### src/rtl/ps2_space_key_if.sv
// PS/2 receiver bus: raw keyboard lines in, decoded space level and byte status out.
interface ps2_space_key_if;
  logic       ps2_clk;
  logic       ps2_data;
  logic       space;
  logic [7:0] scan_code;
  logic       code_valid;
  logic       frame_err;

  modport master (
    output ps2_clk, ps2_data,
    input  space, scan_code, code_valid, frame_err
  );

  modport slave (
    input  ps2_clk, ps2_data,
    output space, scan_code, code_valid, frame_err
  );
endinterface

### src/rtl/ps2_space_key.sv
// PS/2 keyboard receiver: synchronise, glitch-filter, deframe 11-bit frames,
// and decode make/break sequences of the space bar into a clean level.
module ps2_space_key #(
  parameter int         FILTER_LEN     = 8,
  parameter int         TIMEOUT_CYCLES = 100000,
  parameter logic [7:0] SPACE_CODE     = 8'h29
) (
  input  logic           clk,
  input  logic           reset,
  ps2_space_key_if.slave bus
);
  localparam int FCNT_W = $clog2(FILTER_LEN + 1);
  localparam int TMO_W  = $clog2(TIMEOUT_CYCLES + 1);

  typedef enum logic [1:0] {IDLE, DATA, PARITY, STOP} state_t;

  logic [1:0] raw_in;
  logic [1:0] sync_in;
  assign raw_in = {bus.ps2_data, bus.ps2_clk};

  // Both lines idle high, so the synchronisers reset to 1 to avoid a false edge.
  genvar gi;
  generate
    for (gi = 0; gi < 2; gi++) begin : g_sync
      logic meta_reg;
      logic sync_reg;
      always_ff @(posedge clk) begin
        if (reset) begin
          meta_reg <= 1'b1;
          sync_reg <= 1'b1;
        end else begin
          meta_reg <= raw_in[gi];
          sync_reg <= meta_reg;
        end
      end
      assign sync_in[gi] = sync_reg;
    end
  endgenerate

  logic [FCNT_W-1:0] fcnt_reg;
  logic              filt_reg;
  logic              filt_d_reg;
  logic              strike;
  logic              data_bit;

  always_ff @(posedge clk) begin
    if (reset) begin
      fcnt_reg   <= '0;
      filt_reg   <= 1'b1;
      filt_d_reg <= 1'b1;
    end else begin
      filt_d_reg <= filt_reg;
      if (sync_in[0] == filt_reg) begin
        fcnt_reg <= '0;
      end else if (fcnt_reg == FCNT_W'(FILTER_LEN - 1)) begin
        filt_reg <= sync_in[0];
        fcnt_reg <= '0;
      end else begin
        fcnt_reg <= fcnt_reg + FCNT_W'(1);
      end
    end
  end

  assign strike   = filt_d_reg & ~filt_reg;
  assign data_bit = sync_in[1];

  state_t           state_reg;
  logic [2:0]       bitcnt_reg;
  logic [7:0]       shift_reg;
  logic             parity_reg;
  logic [7:0]       scan_code_reg;
  logic             code_valid_reg;
  logic             frame_err_reg;
  logic [TMO_W-1:0] tmo_reg;

  always_ff @(posedge clk) begin
    if (reset) begin
      state_reg      <= IDLE;
      bitcnt_reg     <= '0;
      shift_reg      <= '0;
      parity_reg     <= 1'b0;
      scan_code_reg  <= '0;
      code_valid_reg <= 1'b0;
      frame_err_reg  <= 1'b0;
      tmo_reg        <= '0;
    end else begin
      code_valid_reg <= 1'b0;
      frame_err_reg  <= 1'b0;

      if (state_reg == IDLE || strike) begin
        tmo_reg <= '0;
      end else begin
        tmo_reg <= tmo_reg + TMO_W'(1);
      end

      case (state_reg)
        IDLE: begin
          if (strike) begin
            if (!data_bit) begin
              state_reg  <= DATA;
              bitcnt_reg <= '0;
            end else begin
              frame_err_reg <= 1'b1;
            end
          end
        end
        DATA: begin
          if (strike) begin
            shift_reg  <= {data_bit, shift_reg[7:1]};
            bitcnt_reg <= bitcnt_reg + 3'd1;
            if (bitcnt_reg == 3'd7) begin
              state_reg <= PARITY;
            end
          end
        end
        PARITY: begin
          if (strike) begin
            parity_reg <= data_bit;
            state_reg  <= STOP;
          end
        end
        STOP: begin
          if (strike) begin
            if (data_bit && (^{shift_reg, parity_reg})) begin
              scan_code_reg  <= shift_reg;
              code_valid_reg <= 1'b1;
            end else begin
              frame_err_reg <= 1'b1;
            end
            state_reg <= IDLE;
          end
        end
        default: state_reg <= IDLE;
      endcase

      // A strike in the same cycle wins over an expiring timeout.
      if (state_reg != IDLE && !strike && tmo_reg == TMO_W'(TIMEOUT_CYCLES - 1)) begin
        frame_err_reg <= 1'b1;
        state_reg     <= IDLE;
        shift_reg     <= '0;
      end
    end
  end

  logic space_reg;
  logic brk_pend_reg;
  logic ext_pend_reg;

  always_ff @(posedge clk) begin
    if (reset) begin
      space_reg    <= 1'b0;
      brk_pend_reg <= 1'b0;
      ext_pend_reg <= 1'b0;
    end else if (code_valid_reg) begin
      case (scan_code_reg)
        8'hF0: brk_pend_reg <= 1'b1;
        8'hE0: ext_pend_reg <= 1'b1;
        default: begin
          if (scan_code_reg == SPACE_CODE && !ext_pend_reg) begin
            space_reg <= ~brk_pend_reg;
          end
          brk_pend_reg <= 1'b0;
          ext_pend_reg <= 1'b0;
        end
      endcase
    end else if (frame_err_reg) begin
      brk_pend_reg <= 1'b0;
      ext_pend_reg <= 1'b0;
    end
  end

  assign bus.space      = space_reg;
  assign bus.scan_code  = scan_code_reg;
  assign bus.code_valid = code_valid_reg;
  assign bus.frame_err  = frame_err_reg;
endmodule

### src/flat_wrapper.sv
// flat-port wrapper written by rule: the top's interface ports become plain ports
module ps2_space_key_flat 
#(
  parameter int         FILTER_LEN     = 8,
  parameter int         TIMEOUT_CYCLES = 100000,
  parameter logic [7:0] SPACE_CODE     = 8'h29
)
  (clk, reset, bus_ps2_clk, bus_ps2_data, bus_space, bus_scan_code, bus_code_valid, bus_frame_err);
  ps2_space_key_if bus_i ();
  input  logic clk;
  input  logic reset;
  input wire logic [$bits(bus_i.ps2_clk)-1:0] bus_ps2_clk;
  input wire logic [$bits(bus_i.ps2_data)-1:0] bus_ps2_data;
  output wire logic [$bits(bus_i.space)-1:0] bus_space;
  output wire logic [$bits(bus_i.scan_code)-1:0] bus_scan_code;
  output wire logic [$bits(bus_i.code_valid)-1:0] bus_code_valid;
  output wire logic [$bits(bus_i.frame_err)-1:0] bus_frame_err;
  assign bus_i.ps2_clk = bus_ps2_clk;
  assign bus_i.ps2_data = bus_ps2_data;
  assign bus_space = bus_i.space;
  assign bus_scan_code = bus_i.scan_code;
  assign bus_code_valid = bus_i.code_valid;
  assign bus_frame_err = bus_i.frame_err;
  ps2_space_key #(.FILTER_LEN(FILTER_LEN), .TIMEOUT_CYCLES(TIMEOUT_CYCLES), .SPACE_CODE(SPACE_CODE)) u_core (.clk(clk), .reset(reset), .bus(bus_i));
endmodule
### config.mk
export PLATFORM = sky130hd
export DESIGN_NAME = ps2_space_key_flat
export DESIGN_NICKNAME = d
export VERILOG_FILES = /design/src/rtl/ps2_space_key_if.sv /design/src/rtl/ps2_space_key.sv /design/src/flat_wrapper.sv
export SDC_FILE = /design/constraint.sdc
export NUM_CORES = 1
export LEC_CHECK = 0
export BUFFER_PORTS_ARGS = -buffer_cell sky130_fd_sc_hd__buf_2
export CAP_MARGIN = 40
export CORE_MARGIN = 2
export CORE_UTILIZATION = 33
export CTS_BUF_LIST = sky130_fd_sc_hd__clkbuf_4 sky130_fd_sc_hd__clkbuf_8
export DETAILED_ROUTE_END_ITERATION = 8
export PLACE_DENSITY = 0.52
export REMOVE_ABC_BUFFERS = 1
export SETUP_SLACK_MARGIN = 0.3
export SKIP_CTS_REPAIR_TIMING = 1
export SLEW_MARGIN = 25
export SYNTH_ARGS = -nofsm -noshare
export SYNTH_HDL_FRONTEND = slang
export SYNTH_SLANG_ARGS = --single-unit
export TNS_END_PERCENT = 20
### constraint.sdc
create_clock -name clk -period 5.7 [get_ports clk]
set_clock_uncertainty 0.2 [all_clocks]
set_input_delay 0.285 -clock clk [delete_from_list [all_inputs] [get_ports clk]]
set_output_delay 0.285 -clock clk [all_outputs]
set_load 0.03 [all_outputs]
==> impl_metrics.yaml <==
placement:
  port_buffers: 14
  dp_hpwl_mm: 3.04
  gp_congestion: 0.748
  postPlaceCellArea_sq_um: 2630
floorplanning:
  ios: 15
  initial_utilization_pct: 33.9
  die_y_um: 90.3
  core_area_sq_um: 7250
  row_count: 31
  die_w_um: 90.3
  die_area_sq_um: 8160
job:
  drv.max_cap_violation_count: 0
synth:
  synth_most_common_cell: "sky130_fd_sc_hd__dfxtp_1"
  synth_seq_area_share_pct: 43.9
  synth_top_area_share_pct: 43.9
  synth.cells.most_frequent: "sky130_fd_sc_hd__dfxtp_1, sky130_fd_sc_hd__nor2_1, sky130_fd_sc_hd__mux2i_1, sky130_fd_sc_hd__nand2b_1, sky130_fd_sc_hd__nand2_1"
  ys_seq_elements: 54
  syn-mean-instance-area_sq_um: 9.57
  syn_area_sq_um: 2460
  yosys_warnings: 0
  synth_ff_type: "sky130_fd_sc_hd__dfxtp_1"
  synthesis.instances: 257
  synth_area_leaders: "sky130_fd_sc_hd__dfxtp_1, sky130_fd_sc_hd__mux2i_1, sky130_fd_sc_hd__nor2_1, sky130_fd_sc_hd__nand2b_1, sky130_fd_sc_hd__ha_1"
  synth-edff-count: 0
  ys_types: 39
  post-synth-top-area-cell: "sky130_fd_sc_hd__dfxtp_1"
  async_flop_share_pct: 0
worst_setup_path:
  critical_path.endpoint: "u_core.state_reg[0]$_SDFFE_PP0P_"
  worst-r2r-setup-slack_ns: 3.57
  r2r-end: "u_core.state_reg[0]$_SDFFE_PP0P_"
  worst-r2r-cell-count: 5
  worst_setup_path_startpoint: "u_core.state_reg[0]$_SDFFE_PP0P_"
  timing.critical_path.fanout_max: 10
  worst_ep_arrival_time_ns: 2.10
  crit_required_ns: 5.67
  cp-start-kind: "register"
  end_kind: "register"
  reg2reg_from: "u_core.state_reg[0]$_SDFFE_PP0P_"
  timing_worst_setup_path_type: "reg -> reg"
timing:
  rsz_0062_raised_after_global_routing: "no"
  setup_total_negative_slack_ns: 0
  worst_slew_pin_tran_ns: 0.578
  layout_worst_path_cycle_share_pct: 37.4
  maxClockFrequency_ghz: 0.469
  slew-limit-headroom_pct: 61.5
  report.final.hold_viol_count: 0
  final_slew_violations: 0
  min_period_ns: 2.13
  setup_viol: 0
detailed_routing:
  post-route-drc-count: 0
  detailedRoute.firstIterationViolations: 38
  first_drt_pass_iteration_count: 4
  finalWirelength_mm: 4.30
  post_drt_via_cell_ratio: 4.66
  postRouteAntennaNets: 0
  route.detailed.wl_per_inst_um: 11.6
  dr_total_vias: 1735
final_layout:
  final_nets: 285
  antenna-diode-count: 0
  drive_gt1_share_pct: 11.4
  final_area_sq_um: 2760
  largest_reg_flops: 17
  synthToLayoutAreaGrowth_pct: 12.2
power_and_ir_drop:
  vdd_ir_drop_max_mv: 0.110
  sw_frac_of_total_pct: 19.2
  static_leak_nw: 1.03
  p_clk_share_pct: 39.9
  internal_dissipation_mw: 0.524
  power_switching_mw: 0.124
  power-per-cell-area_nw_per_um2: 235
  seq_power_share_pct: 58.5
  share_comb_of_total_power_pct: 1.6
grt:
  pin_count_of_the_biggest_net_entering_global_routing: 37
  gr-total-overflow: 0
  antenna_found_initial: 0
  grt_util_all_layers_pct: 10.9
  global_route_wire_length_before_repair_mm: 7.38
  grt_pass1_vias: 1621
clock_tree:
  clock_tree_from_tritoncts: "done"
  clock_input_transition_at_the_sequential_cells_of_the_worst_setup_and_hold_paths_ns: 0.09
  clock_tree.root_cell: "sky130_fd_sc_hd__clkbuf_8"
  cts_max_path_buffers: 2
  cts_inserted_buffers: 5
  insertion_delay_ns: 0.30
  clkSinkCount: 54
  cts_max_level: 2
run_status:
  outcome: "completed"
worst_hold_path:
  min-delay-path-class: "reg -> reg"
-- stage by stage --
step	hold slack [ns]	worst slack [ns]	std cells	util, %	total power, mW
floorplan	0.154	3.78	250	-	0.393
global placement	0.191	3.62	363	36.2	0.398
detailed placement	0.195	3.57	363	36.2	0.398
CTS	-0.0460	3.56	370	37.8	0.660
global route	0.223	3.44	372	38.1	0.671
finish	0.216	3.57	372	38.1	0.648
-- power groups by stage --
stage | combinational (mW) | sequential (mW) | clock, mW
2_1_floorplan | 0.00486 | 0.388 | 0
3_3_place_gp | 0.00957 | 0.388 | 0
3_5_place_dp | 0.00954 | 0.388 | 0
4_1_cts | 0.00955 | 0.380 | 0.270
5_1_grt | 0.0116 | 0.380 | 0.280
6_report | 0.0104 | 0.379 | 0.259
-- cells by family after synthesis --
| logic type | count (synthesis) | synth area share, % |
|---|---|---|
| and+or+nand+nor | 120 | 26.8 |
| xor gates and xnor gates | 19 | 8.55 |
| buffers and inverters | 12 | 1.83 |
| muxes | 22 | 9.46 |
| adders and majority gates | 8 | 4.07 |
| DFF | 54 | 43.9 |
| AOI/OAI and AO/OA | 22 | 5.39 |
-- worst max-delay path: stages, from the launching register on --
cell	delay (ns)
sky130_fd_sc_hd__dfxtp_1	0.39
sky130_fd_sc_hd__inv_1	0.08
sky130_fd_sc_hd__ha_1	0.26
sky130_fd_sc_hd__or4_1	0.58
sky130_fd_sc_hd__o21bai_2	0.39
sky130_fd_sc_hd__nor3_1	0.11
-- area by class of cell --
class	instances	area [sq um]
inverters	5	18.8
well taps	99	124
multi-input cells	191	1330
repair buffers	16	90.1
fillers	741	4490
clock inverters	1	30.0
clock buffers	6	82.6
flip-flops and latches	54	1080
-- cells in the final DEF (no fill, tap or decap), types with 6 or more instances in the layout --
cell / instances
sky130_fd_sc_hd__nand2b_1: 18
sky130_fd_sc_hd__xor2_1: 8
sky130_fd_sc_hd__or2_2: 6
sky130_fd_sc_hd__ha_1: 8
sky130_fd_sc_hd__nor2b_1: 6
sky130_fd_sc_hd__xnor2_1: 8
sky130_fd_sc_hd__nand4_1: 6
sky130_fd_sc_hd__nand2_1: 12
sky130_fd_sc_hd__a21oi_1: 10
sky130_fd_sc_hd__nand3_1: 9
sky130_fd_sc_hd__dfxtp_1: 54
sky130_fd_sc_hd__nor2_1: 31
sky130_fd_sc_hd__buf_2: 14
sky130_fd_sc_hd__clkbuf_8: 6
sky130_fd_sc_hd__or3_1: 7
sky130_fd_sc_hd__mux2i_1: 21
-- per-layer routing --
metal / part of all wire (%) / track usage (%)
met2: 46 / 17.9
met5: 0 / 0
met4: 1.0 / 3.08
met1: 50 / 14.2
met3: 2.8 / 2.84
-- how the worst min path moves through the flow --
stage                                         startpoint                                   end  cells after the start
finish              u_core.g_sync[1].meta_reg$_SDFF_PP1_            u_core.data_bit$_SDFF_PP1_                      1
global route        u_core.g_sync[1].meta_reg$_SDFF_PP1_            u_core.data_bit$_SDFF_PP1_                      1
CTS                                          bus_ps2_clk  u_core.g_sync[0].meta_reg$_SDFF_PP1_                      2
detailed placement  u_core.g_sync[1].meta_reg$_SDFF_PP1_            u_core.data_bit$_SDFF_PP1_                      1
global placement    u_core.g_sync[1].meta_reg$_SDFF_PP1_            u_core.data_bit$_SDFF_PP1_                      1
floorplan                                          reset         u_core.bus.space$_SDFFE_PP0P_                      1
Note: power is estimated with default switching activity, not from simulation.
